**src/rtl/aq_ifu_ipack_queue_if.sv**
```systemverilog
// ---------------------------------------------------------------------------
// aq_ifu_ipack_queue_if
//   Bundle of every non-clock/reset signal of the instruction-package queue.
//
//   Handshake semantics (the one place they are written down):
//     - Create: a write of ipack_wr_num halfwords is taken on a rising clock
//       edge when ipack_wr_vld & ipack_wr_rdy are both high. ipack_wr_rdy
//       depends only on the queue occupancy, never on ipack_wr_vld or on the
//       same-cycle retire. If ipack_wr_rdy is low the write is dropped whole,
//       so upstream must hold it and present it again.
//     - Read/retire: ipack_rd_vld[j] marks the j-th oldest entry as present.
//       Decode consumes entries by driving ipack_rd_retire_num; the queue
//       clamps it to the current occupancy, so over-retire is harmless.
//     - ipack_buf_flush wins over create and retire in the same cycle.
//
//   Modports:
//     master - fetch/decode side (drives writes, retire count, flush)
//     slave  - the queue itself
// ---------------------------------------------------------------------------
interface aq_ifu_ipack_queue_if #(
  parameter int DEPTH = 8,
  parameter int WR_W  = 2,
  parameter int RD_W  = 2
);
  localparam int CNT_W = $clog2(DEPTH + 1);
  localparam int WN_W  = $clog2(WR_W + 1);
  localparam int RN_W  = $clog2(RD_W + 1);

  // control
  logic                  ipack_buf_flush;
  // create side
  logic                  ipack_wr_vld;
  logic [WN_W-1:0]       ipack_wr_num;
  logic [16*WR_W-1:0]    ipack_wr_inst;
  logic [WR_W-1:0]       ipack_wr_acc_err;
  logic [WR_W-1:0]       ipack_wr_pgflt;
  logic                  ipack_wr_rdy;
  // read / retire side
  logic [RD_W-1:0]       ipack_rd_vld;
  logic [16*RD_W-1:0]    ipack_rd_inst;
  logic [RD_W-1:0]       ipack_rd_acc_err;
  logic [RD_W-1:0]       ipack_rd_pgflt;
  logic [RN_W-1:0]       ipack_rd_retire_num;
  // status
  logic [CNT_W-1:0]      ipack_entry_cnt;
  logic                  ipack_empty;
  logic                  ipack_full;

  modport master (
    output ipack_buf_flush,
    output ipack_wr_vld,
    output ipack_wr_num,
    output ipack_wr_inst,
    output ipack_wr_acc_err,
    output ipack_wr_pgflt,
    input  ipack_wr_rdy,
    input  ipack_rd_vld,
    input  ipack_rd_inst,
    input  ipack_rd_acc_err,
    input  ipack_rd_pgflt,
    output ipack_rd_retire_num,
    input  ipack_entry_cnt,
    input  ipack_empty,
    input  ipack_full
  );

  modport slave (
    input  ipack_buf_flush,
    input  ipack_wr_vld,
    input  ipack_wr_num,
    input  ipack_wr_inst,
    input  ipack_wr_acc_err,
    input  ipack_wr_pgflt,
    output ipack_wr_rdy,
    output ipack_rd_vld,
    output ipack_rd_inst,
    output ipack_rd_acc_err,
    output ipack_rd_pgflt,
    input  ipack_rd_retire_num,
    output ipack_entry_cnt,
    output ipack_empty,
    output ipack_full
  );
endinterface

```
**src/rtl/aq_ifu_ipack_queue.sv**
```systemverilog
// ---------------------------------------------------------------------------
// aq_ifu_ipack_queue
//   Circular FIFO of DEPTH halfword instruction-package entries between the
//   IFU fetch-data aligner and the ID stage. Each entry carries inst[15:0],
//   acc_err and pgflt. Up to WR_W halfwords are created per cycle; the oldest
//   RD_W entries are presented to decode, which retires 0..RD_W per cycle.
//
//   Ports:
//     forever_cpuclk  clock
//     cpurst_b        asynchronous reset, active low
//     ipack           aq_ifu_ipack_queue_if.slave: flush, create lanes,
//                     wr_rdy, read ports, retire count, occupancy/empty/full
//
//   Notes:
//     - Occupancy is kept as an explicit counter, so the pointers are plain
//       log2(DEPTH)-bit values that wrap naturally (DEPTH is a power of 2).
//     - Read outputs come straight from the registers: data written this
//       cycle becomes visible next cycle, with no empty-queue bypass.
//     - Each entry has its own write enable and only changes when a create
//       targets it; flush resets pointers/count but leaves storage intact.
// ---------------------------------------------------------------------------
module aq_ifu_ipack_queue #(
  parameter int DEPTH = 8,
  parameter int WR_W  = 2,
  parameter int RD_W  = 2
) (
  input  logic                  forever_cpuclk,
  input  logic                  cpurst_b,
  aq_ifu_ipack_queue_if.slave   ipack
);

  localparam int PTR_W = $clog2(DEPTH);
  localparam int CNT_W = $clog2(DEPTH + 1);
  localparam int WN_W  = $clog2(WR_W + 1);

  // -------------------------------------------------------------------------
  // State
  // -------------------------------------------------------------------------
  logic [PTR_W-1:0]  wr_ptr;
  logic [PTR_W-1:0]  rd_ptr;
  logic [CNT_W-1:0]  cnt;

  logic [15:0]       ent_inst    [DEPTH];
  logic [DEPTH-1:0]  ent_acc_err;
  logic [DEPTH-1:0]  ent_pgflt;

  // -------------------------------------------------------------------------
  // Create side
  // -------------------------------------------------------------------------
  logic              wr_rdy;
  logic              wr_fire;
  logic [WN_W-1:0]   wr_acc_num;

  // Room for a full-width write, judged on the occupancy before this edge.
  assign wr_rdy  = (cnt <= CNT_W'(DEPTH - WR_W));

  // Flush suppresses the create entirely, including the storage writes.
  assign wr_fire = ipack.ipack_wr_vld & wr_rdy & ~ipack.ipack_buf_flush;

  // Number of lanes actually created. The lane count field can encode values
  // above WR_W; those are held to WR_W since no further lanes exist.
  always_comb begin
    wr_acc_num = '0;
    if (wr_fire) begin
      if (ipack.ipack_wr_num > WN_W'(WR_W)) begin
        wr_acc_num = WN_W'(WR_W);
      end else begin
        wr_acc_num = ipack.ipack_wr_num;
      end
    end
  end

  // Per-entry write enables and data. Lane i lands at (wr_ptr + i) mod
  // DEPTH, so a create straddling entry DEPTH-1 wraps into entry 0.
  logic [DEPTH-1:0]  ent_we;
  logic [15:0]       ent_wdata_inst [DEPTH];
  logic [DEPTH-1:0]  ent_wdata_acc_err;
  logic [DEPTH-1:0]  ent_wdata_pgflt;
  logic [PTR_W-1:0]  wr_tgt;

  always_comb begin
    ent_we            = '0;
    ent_wdata_acc_err = '0;
    ent_wdata_pgflt   = '0;
    wr_tgt            = '0;
    for (int e = 0; e < DEPTH; e++) begin
      ent_wdata_inst[e] = 16'h0000;
    end
    for (int i = 0; i < WR_W; i++) begin
      if (WN_W'(i) < wr_acc_num) begin
        wr_tgt                    = wr_ptr + PTR_W'(i);
        ent_we[wr_tgt]            = 1'b1;
        ent_wdata_inst[wr_tgt]    = ipack.ipack_wr_inst[16*i +: 16];
        ent_wdata_acc_err[wr_tgt] = ipack.ipack_wr_acc_err[i];
        ent_wdata_pgflt[wr_tgt]   = ipack.ipack_wr_pgflt[i];
      end
    end
  end

  // Entry storage
  always_ff @(posedge forever_cpuclk or negedge cpurst_b) begin
    if (!cpurst_b) begin
      for (int e = 0; e < DEPTH; e++) begin
        ent_inst[e]    <= 16'h0000;
        ent_acc_err[e] <= 1'b0;
        ent_pgflt[e]   <= 1'b0;
      end
    end else begin
      for (int e = 0; e < DEPTH; e++) begin
        if (ent_we[e]) begin
          ent_inst[e]    <= ent_wdata_inst[e];
          ent_acc_err[e] <= ent_wdata_acc_err[e];
          ent_pgflt[e]   <= ent_wdata_pgflt[e];
        end
      end
    end
  end

  // -------------------------------------------------------------------------
  // Retire side
  // -------------------------------------------------------------------------
  logic [CNT_W-1:0]  retire_req;
  logic [CNT_W-1:0]  retire_eff;

  assign retire_req = CNT_W'(ipack.ipack_rd_retire_num);

  // Never retire more than is held, so the count cannot underflow.
  assign retire_eff = (retire_req > cnt) ? cnt : retire_req;

  // -------------------------------------------------------------------------
  // Pointers and occupancy
  // -------------------------------------------------------------------------
  // wr_rdy guarantees cnt + wr_acc_num <= DEPTH, and retire_eff <= cnt, so
  // the update stays within 0..DEPTH.
  always_ff @(posedge forever_cpuclk or negedge cpurst_b) begin
    if (!cpurst_b) begin
      wr_ptr <= '0;
      rd_ptr <= '0;
      cnt    <= '0;
    end else if (ipack.ipack_buf_flush) begin
      wr_ptr <= '0;
      rd_ptr <= '0;
      cnt    <= '0;
    end else begin
      wr_ptr <= wr_ptr + PTR_W'(wr_acc_num);
      rd_ptr <= rd_ptr + PTR_W'(retire_eff);
      cnt    <= cnt + CNT_W'(wr_acc_num) - retire_eff;
    end
  end

  // -------------------------------------------------------------------------
  // Read ports
  // -------------------------------------------------------------------------
  // Port j shows the j-th oldest entry. Validity comes from the count alone,
  // and invalid ports are zero-masked so stale storage never leaks out
  // (this is also what hides old entries after a flush).
  logic [RD_W-1:0]    rd_vld;
  logic [16*RD_W-1:0] rd_inst;
  logic [RD_W-1:0]    rd_acc_err;
  logic [RD_W-1:0]    rd_pgflt;
  logic [PTR_W-1:0]   rd_idx;

  always_comb begin
    rd_vld     = '0;
    rd_inst    = '0;
    rd_acc_err = '0;
    rd_pgflt   = '0;
    rd_idx     = '0;
    for (int j = 0; j < RD_W; j++) begin
      rd_idx = rd_ptr + PTR_W'(j);
      if (CNT_W'(j) < cnt) begin
        rd_vld[j]             = 1'b1;
        rd_inst[16*j +: 16]   = ent_inst[rd_idx];
        rd_acc_err[j]         = ent_acc_err[rd_idx];
        rd_pgflt[j]           = ent_pgflt[rd_idx];
      end
    end
  end

  // -------------------------------------------------------------------------
  // Outputs
  // -------------------------------------------------------------------------
  assign ipack.ipack_wr_rdy     = wr_rdy;
  assign ipack.ipack_rd_vld     = rd_vld;
  assign ipack.ipack_rd_inst    = rd_inst;
  assign ipack.ipack_rd_acc_err = rd_acc_err;
  assign ipack.ipack_rd_pgflt   = rd_pgflt;
  assign ipack.ipack_entry_cnt  = cnt;
  assign ipack.ipack_empty      = (cnt == '0);
  assign ipack.ipack_full       = (cnt == CNT_W'(DEPTH));

endmodule
```
**src/flat_wrapper.sv**
```systemverilog
// flat-port wrapper written by rule: the top's interface ports become plain ports
module aq_ifu_ipack_queue_flat 
#(
  parameter int DEPTH = 8,
  parameter int WR_W  = 2,
  parameter int RD_W  = 2
)
  (forever_cpuclk, cpurst_b, ipack_ipack_buf_flush, ipack_ipack_wr_vld, ipack_ipack_wr_num, ipack_ipack_wr_inst, ipack_ipack_wr_acc_err, ipack_ipack_wr_pgflt, ipack_ipack_wr_rdy, ipack_ipack_rd_vld, ipack_ipack_rd_inst, ipack_ipack_rd_acc_err, ipack_ipack_rd_pgflt, ipack_ipack_rd_retire_num, ipack_ipack_entry_cnt, ipack_ipack_empty, ipack_ipack_full);
  aq_ifu_ipack_queue_if #(.DEPTH(DEPTH), .WR_W(WR_W), .RD_W(RD_W)) ipack_i ();
  input  logic forever_cpuclk;
  input  logic cpurst_b;
  input wire logic [$bits(ipack_i.ipack_buf_flush)-1:0] ipack_ipack_buf_flush;
  input wire logic [$bits(ipack_i.ipack_wr_vld)-1:0] ipack_ipack_wr_vld;
  input wire logic [$bits(ipack_i.ipack_wr_num)-1:0] ipack_ipack_wr_num;
  input wire logic [$bits(ipack_i.ipack_wr_inst)-1:0] ipack_ipack_wr_inst;
  input wire logic [$bits(ipack_i.ipack_wr_acc_err)-1:0] ipack_ipack_wr_acc_err;
  input wire logic [$bits(ipack_i.ipack_wr_pgflt)-1:0] ipack_ipack_wr_pgflt;
  output wire logic [$bits(ipack_i.ipack_wr_rdy)-1:0] ipack_ipack_wr_rdy;
  output wire logic [$bits(ipack_i.ipack_rd_vld)-1:0] ipack_ipack_rd_vld;
  output wire logic [$bits(ipack_i.ipack_rd_inst)-1:0] ipack_ipack_rd_inst;
  output wire logic [$bits(ipack_i.ipack_rd_acc_err)-1:0] ipack_ipack_rd_acc_err;
  output wire logic [$bits(ipack_i.ipack_rd_pgflt)-1:0] ipack_ipack_rd_pgflt;
  input wire logic [$bits(ipack_i.ipack_rd_retire_num)-1:0] ipack_ipack_rd_retire_num;
  output wire logic [$bits(ipack_i.ipack_entry_cnt)-1:0] ipack_ipack_entry_cnt;
  output wire logic [$bits(ipack_i.ipack_empty)-1:0] ipack_ipack_empty;
  output wire logic [$bits(ipack_i.ipack_full)-1:0] ipack_ipack_full;
  assign ipack_i.ipack_buf_flush = ipack_ipack_buf_flush;
  assign ipack_i.ipack_wr_vld = ipack_ipack_wr_vld;
  assign ipack_i.ipack_wr_num = ipack_ipack_wr_num;
  assign ipack_i.ipack_wr_inst = ipack_ipack_wr_inst;
  assign ipack_i.ipack_wr_acc_err = ipack_ipack_wr_acc_err;
  assign ipack_i.ipack_wr_pgflt = ipack_ipack_wr_pgflt;
  assign ipack_ipack_wr_rdy = ipack_i.ipack_wr_rdy;
  assign ipack_ipack_rd_vld = ipack_i.ipack_rd_vld;
  assign ipack_ipack_rd_inst = ipack_i.ipack_rd_inst;
  assign ipack_ipack_rd_acc_err = ipack_i.ipack_rd_acc_err;
  assign ipack_ipack_rd_pgflt = ipack_i.ipack_rd_pgflt;
  assign ipack_i.ipack_rd_retire_num = ipack_ipack_rd_retire_num;
  assign ipack_ipack_entry_cnt = ipack_i.ipack_entry_cnt;
  assign ipack_ipack_empty = ipack_i.ipack_empty;
  assign ipack_ipack_full = ipack_i.ipack_full;
  aq_ifu_ipack_queue #(.DEPTH(DEPTH), .WR_W(WR_W), .RD_W(RD_W)) u_core (.forever_cpuclk(forever_cpuclk), .cpurst_b(cpurst_b), .ipack(ipack_i));
endmodule
```
**config.mk**
```make
export PLATFORM = sky130hd
export DESIGN_NAME = aq_ifu_ipack_queue_flat
export DESIGN_NICKNAME = d
export VERILOG_FILES = /design/src/rtl/aq_ifu_ipack_queue_if.sv /design/src/rtl/aq_ifu_ipack_queue.sv /design/src/flat_wrapper.sv
export SDC_FILE = /design/constraint.sdc
export NUM_CORES = 1
export LEC_CHECK = 0
export ABC_CLOCK_PERIOD_IN_PS = 2900
export CAP_MARGIN = 10
export CORE_MARGIN = 2
export CORE_UTILIZATION = 54
export CTS_CLUSTER_DIAMETER = 150
export CTS_CLUSTER_SIZE = 28
export DETAILED_ROUTE_END_ITERATION = 12
export GPL_TIMING_DRIVEN = 0
export HOLD_SLACK_MARGIN = 0.1
export PLACE_DENSITY = 0.83
export SYNTH_ARGS = -nofsm -noshare
export SYNTH_HDL_FRONTEND = slang
export SYNTH_SLANG_ARGS = --single-unit
```
**constraint.sdc**
```tcl
create_clock -name forever_cpuclk -period 2.9 [get_ports forever_cpuclk]
set_input_delay 0.29 -clock forever_cpuclk [delete_from_list [all_inputs] [get_ports forever_cpuclk]]
set_output_delay 0.29 -clock forever_cpuclk [all_outputs]
set_load 0.02 [all_outputs]
```
==> flow_summary.ini <==
[grt]
grt_util_all_layers_pct = 42.9
antenna_found_initial = 2
overflow = 0
grt_max_degree = 98
grt_pass1_wl_mm = 71.4
grt_pass1_vias = 11900

[power]
internal-power_w = 0.00729
total_power_w = 0.0134
static-leakage-power_nw = 5.08
switchingPower_w = 0.00616
power_density_nw_per_um2 = 1020
seq_power_share_pct = 24.7
combPwrFrac_pct = 57.5
max-vdd-ir-drop_mv = 0.458
p_clk_share_pct = 17.8
swShare_pct = 45.8

[synth]
synth_edf_count = 0
ys_types = 55
synth_area_leader_cell = dfrtp_1
ys.flop_type = dfrtp_1
ys_ff_latch = 154
yosysWarnings = 0
synth_area_leaders = dfrtp_1 34%, mux4_2 14%, nand4_1 7.5%
yosysSeqAreaShare_pct = 33.7
netlist_area_um2 = 11400
yosysTopAreaCellShare_pct = 33.7
syn_inst = 1182
syn_nets = 1243
async_reset_ff_share_pct = 100
synth_area_per_cell_um2 = 9.68

[route]
wl_per_cell_um = 30.6
drc = 0
drtPass1Iterations = 7
ant_nets = 0
num_vias = 12200
viasPerCell = 7.85
first_iter_violations = 2659
drt-total-wl_mm = 47.5

[min_path]
hp-class = input port to flip-flop
min-delay-start = ipack_ipack_wr_inst[4]

[floorplanning]
row_count = 53
top_level_ports = 89
die_area_um2 = 22400
die_h_um = 150
start_util_pct = 54.8
core_area_um2 = 20900
die_x_um = 150

[timing]
relSlewSlack_pct = 27.7
setup-tns-final_ns = -0.0168
finalSetupViolations = 1
max_freq_mhz = 343
fin_crit_ns = 2.92
finalCritPeriodShare_pct = 101
slew_viol_final = 0
setup_ws_ns = -0.0168
worst_slew_pin_slew_ns = 1.08
fin_skew_ns = 0.00935
rsz0062_at_grt = true
hold_viol_final = 0

[setup_path]
r2r_start = u_core.ipack.ipack_entry_cnt[1]
path_class = flip-flop to output port
endpoint_kind = output port
worstSetupStartpointType = flip-flop
crit_path_max_fanout = 10
worstPathArrival_ns = 2.63
critPathLaunch = u_core.rd_ptr[0]
critPathRequiredTime_ns = 2.61

[clock_tree]
clk_pin_slew_ns = 0.07
clk_path_buf_depth = 2
cts_made_buffers = 17
clock_sinks = 154
worstSkewPairLatency_ns = 0.45
htreeDepth = 4
cts-root-buf = clkbuf_16
cts_tree = built

[run_status]
status = finished, violations left
violations = negative setup slack

[final_layout]
fin_area_um2 = 13200
fill_cells = 1691
area_delta_synth_final_pct = 15.5
drive_above_1_share_pct = 21.2
finalNetCount = 1325
fin_util_pct = 63.3

[placed_design]
place_area_um2 = 12400
io_buffers = 55
gp_congestion = 1.01
hpwlAfterDp_mm = 33.0

[flow_run]
drv_cap = 0
[state kept, by name, indices dropped and copies added (netlist names)]
| register | count |
|---|---|
| u_core.ent_inst | 128 |
| u_core.wr_ptr | 3 |
| u_core.ipack.ipack_entry_cnt | 4 |
| u_core.rd_ptr | 3 |
| u_core.ent_pgflt | 8 |
| u_core.ent_acc_err | 8 |
[metrics by stage]
step / hold slack, ns / instances / worst slack, ns
after floorplan: -0.00559 / 1182 / 0.0368
after global placement: 0.552 / 1512 / -5.64
after detailed placement: 0.252 / 1513 / -0.737
after CTS: 0.282 / 1551 / -0.163
after global routing: 0.309 / 1553 / -0.0467
final: 0.288 / 1553 / -0.0168
[critical path: stages (launching register included)]
cell and delay, ns:
dfrtp_2 0.45, ha_4 0.41, buf_4 0.25, mux4_2 0.27
nand2_1 0.06, a21oi_1 0.35, dlygate4sd2_1 0.38
[routing by layer]
| metal | global-route usage [%] | vias up | part of all wire, % | wire length (um) |
|---|---|---|---|---|
| met1 | 53.7 | 5760 | 33 | 15500 |
| met5 | 0 | - | 0 | 0 |
| met3 | 17.3 | 389 | 17 | 8160 |
| met4 | 27.0 | 0 | 7.7 | 3650 |
| li1 | - | 4721 | - | - |
| met2 | 62.0 | 1324 | 42 | 20100 |
[Yosys cell counts (all sizes together), types with 4 or more instances]
cell type,instances
o31a,11
o31ai,56
or3,5
nor2b,10
inv,102
buf,84
a31oi,56
ha,13
nor2,32
dfrtp,154
mux4,72
o311ai,82
nor3,58
nand4,137
and4,6
and2,4
mux2i,18
nand2,46
clkbuf,91
xnor2,6
a21oi,19
nand2b,4
nand3,83
fa,4
[cell usage in the layout, fill, tap and decap left out, types with 4 or more instances in the layout]
cell type / Yosys / routed
clkdlybuf4s50_1: 0 / 16
nand3_1: 83 / 83
mux2i_1: 18 / 17
mux4_2: 72 / 72
buf_6: 13 / 21
a21oi_1: 19 / 18
clkbuf_16: 0 / 17
clkbuf_1: 76 / 66
dlygate4sd2_1: 0 / 35
nor2b_1: 10 / 9
nor2_1: 31 / 28
dfrtp_1: 154 / 149
fa_1: 4 / 4
o31a_1: 11 / 11
xnor2_1: 5 / 4
o311ai_1: 35 / 35
buf_4: 8 / 20
inv_6: 0 / 4
nand4_1: 137 / 137
or3_1: 5 / 5
and4_1: 6 / 6
o311ai_0: 47 / 47
o31ai_2: 40 / 40
inv_1: 101 / 99
clkbuf_2: 15 / 20
clkinv_4: 0 / 4
dfrtp_2: 0 / 5
nand2_1: 45 / 45
nor3_1: 55 / 55
o31ai_1: 16 / 16
buf_2: 37 / 26
ha_1: 13 / 11
a31oi_1: 56 / 56
buf_1: 26 / 22
[kinds of logic after synthesis]
logic type | Yosys count | synth area share (%)
AOI/OAI and AO/OA | 241 | 17.9
buffers and inverters | 277 | 10.8
and+or+nand+nor | 395 | 18.9
muxes | 90 | 15.8
xor gates and xnor gates | 8 | 0.777
adders and majority gates | 17 | 2.12
DFF | 154 | 33.7
[power groups by stage]
stage                     clock, W  combinational [W]  sequential [W]
final                      0.00239            0.00773         0.00333
after detailed placement         0            0.00742         0.00328
after floorplan                  0            0.00478         0.00307
after global routing       0.00242            0.00805         0.00334
after global placement           0            0.00730         0.00323
after CTS                  0.00233            0.00741         0.00325
[worst paths after layout]
| check | endpoint | slack (ns) | cells after the start |
|---|---|---|---|
| max | ipack_ipack_rd_inst[19] | -0.02 | 6 |
| min | u_core.ent_inst[52] | 0.29 | 3 |
| max reg2reg | u_core.ipack.ipack_entry_cnt[3] | 0.03 | 14 |
| min reg2reg | u_core.ent_inst[96] | 0.57 | 2 |
| max in group asynchronous | u_core.ipack.ipack_entry_cnt[3] | 1.64 | 3 |
| min in group asynchronous | u_core.ent_inst[39] | 0.35 | 2 |
[layout make-up]
type | count | area, um2 | area share [%]
flip-flops and latches | 154 | 3860 | 29.2
diodes | 1 | 2.50 | 0.0189
well taps | 275 | 344 | 2.60
repair buffers | 64 | 607 | 4.59
clock buffers | 18 | 439 | 3.32
inverters | 102 | 385 | 2.92
multi-input cells | 751 | 6450 | 48.8
clock inverters | 14 | 161 | 1.22
plain buffers | 174 | 961 | 7.27
[what timing repair did]
action                     4_1_cts  5_1_grt
pin swaps                        3        6
hold buffers                     1        0
setup endpoints to repair       73       39
gates resized for setup         90       19
buffers inserted                 6        1
hold endpoints to repair        57        0
(Power assumes the default switching activity.)
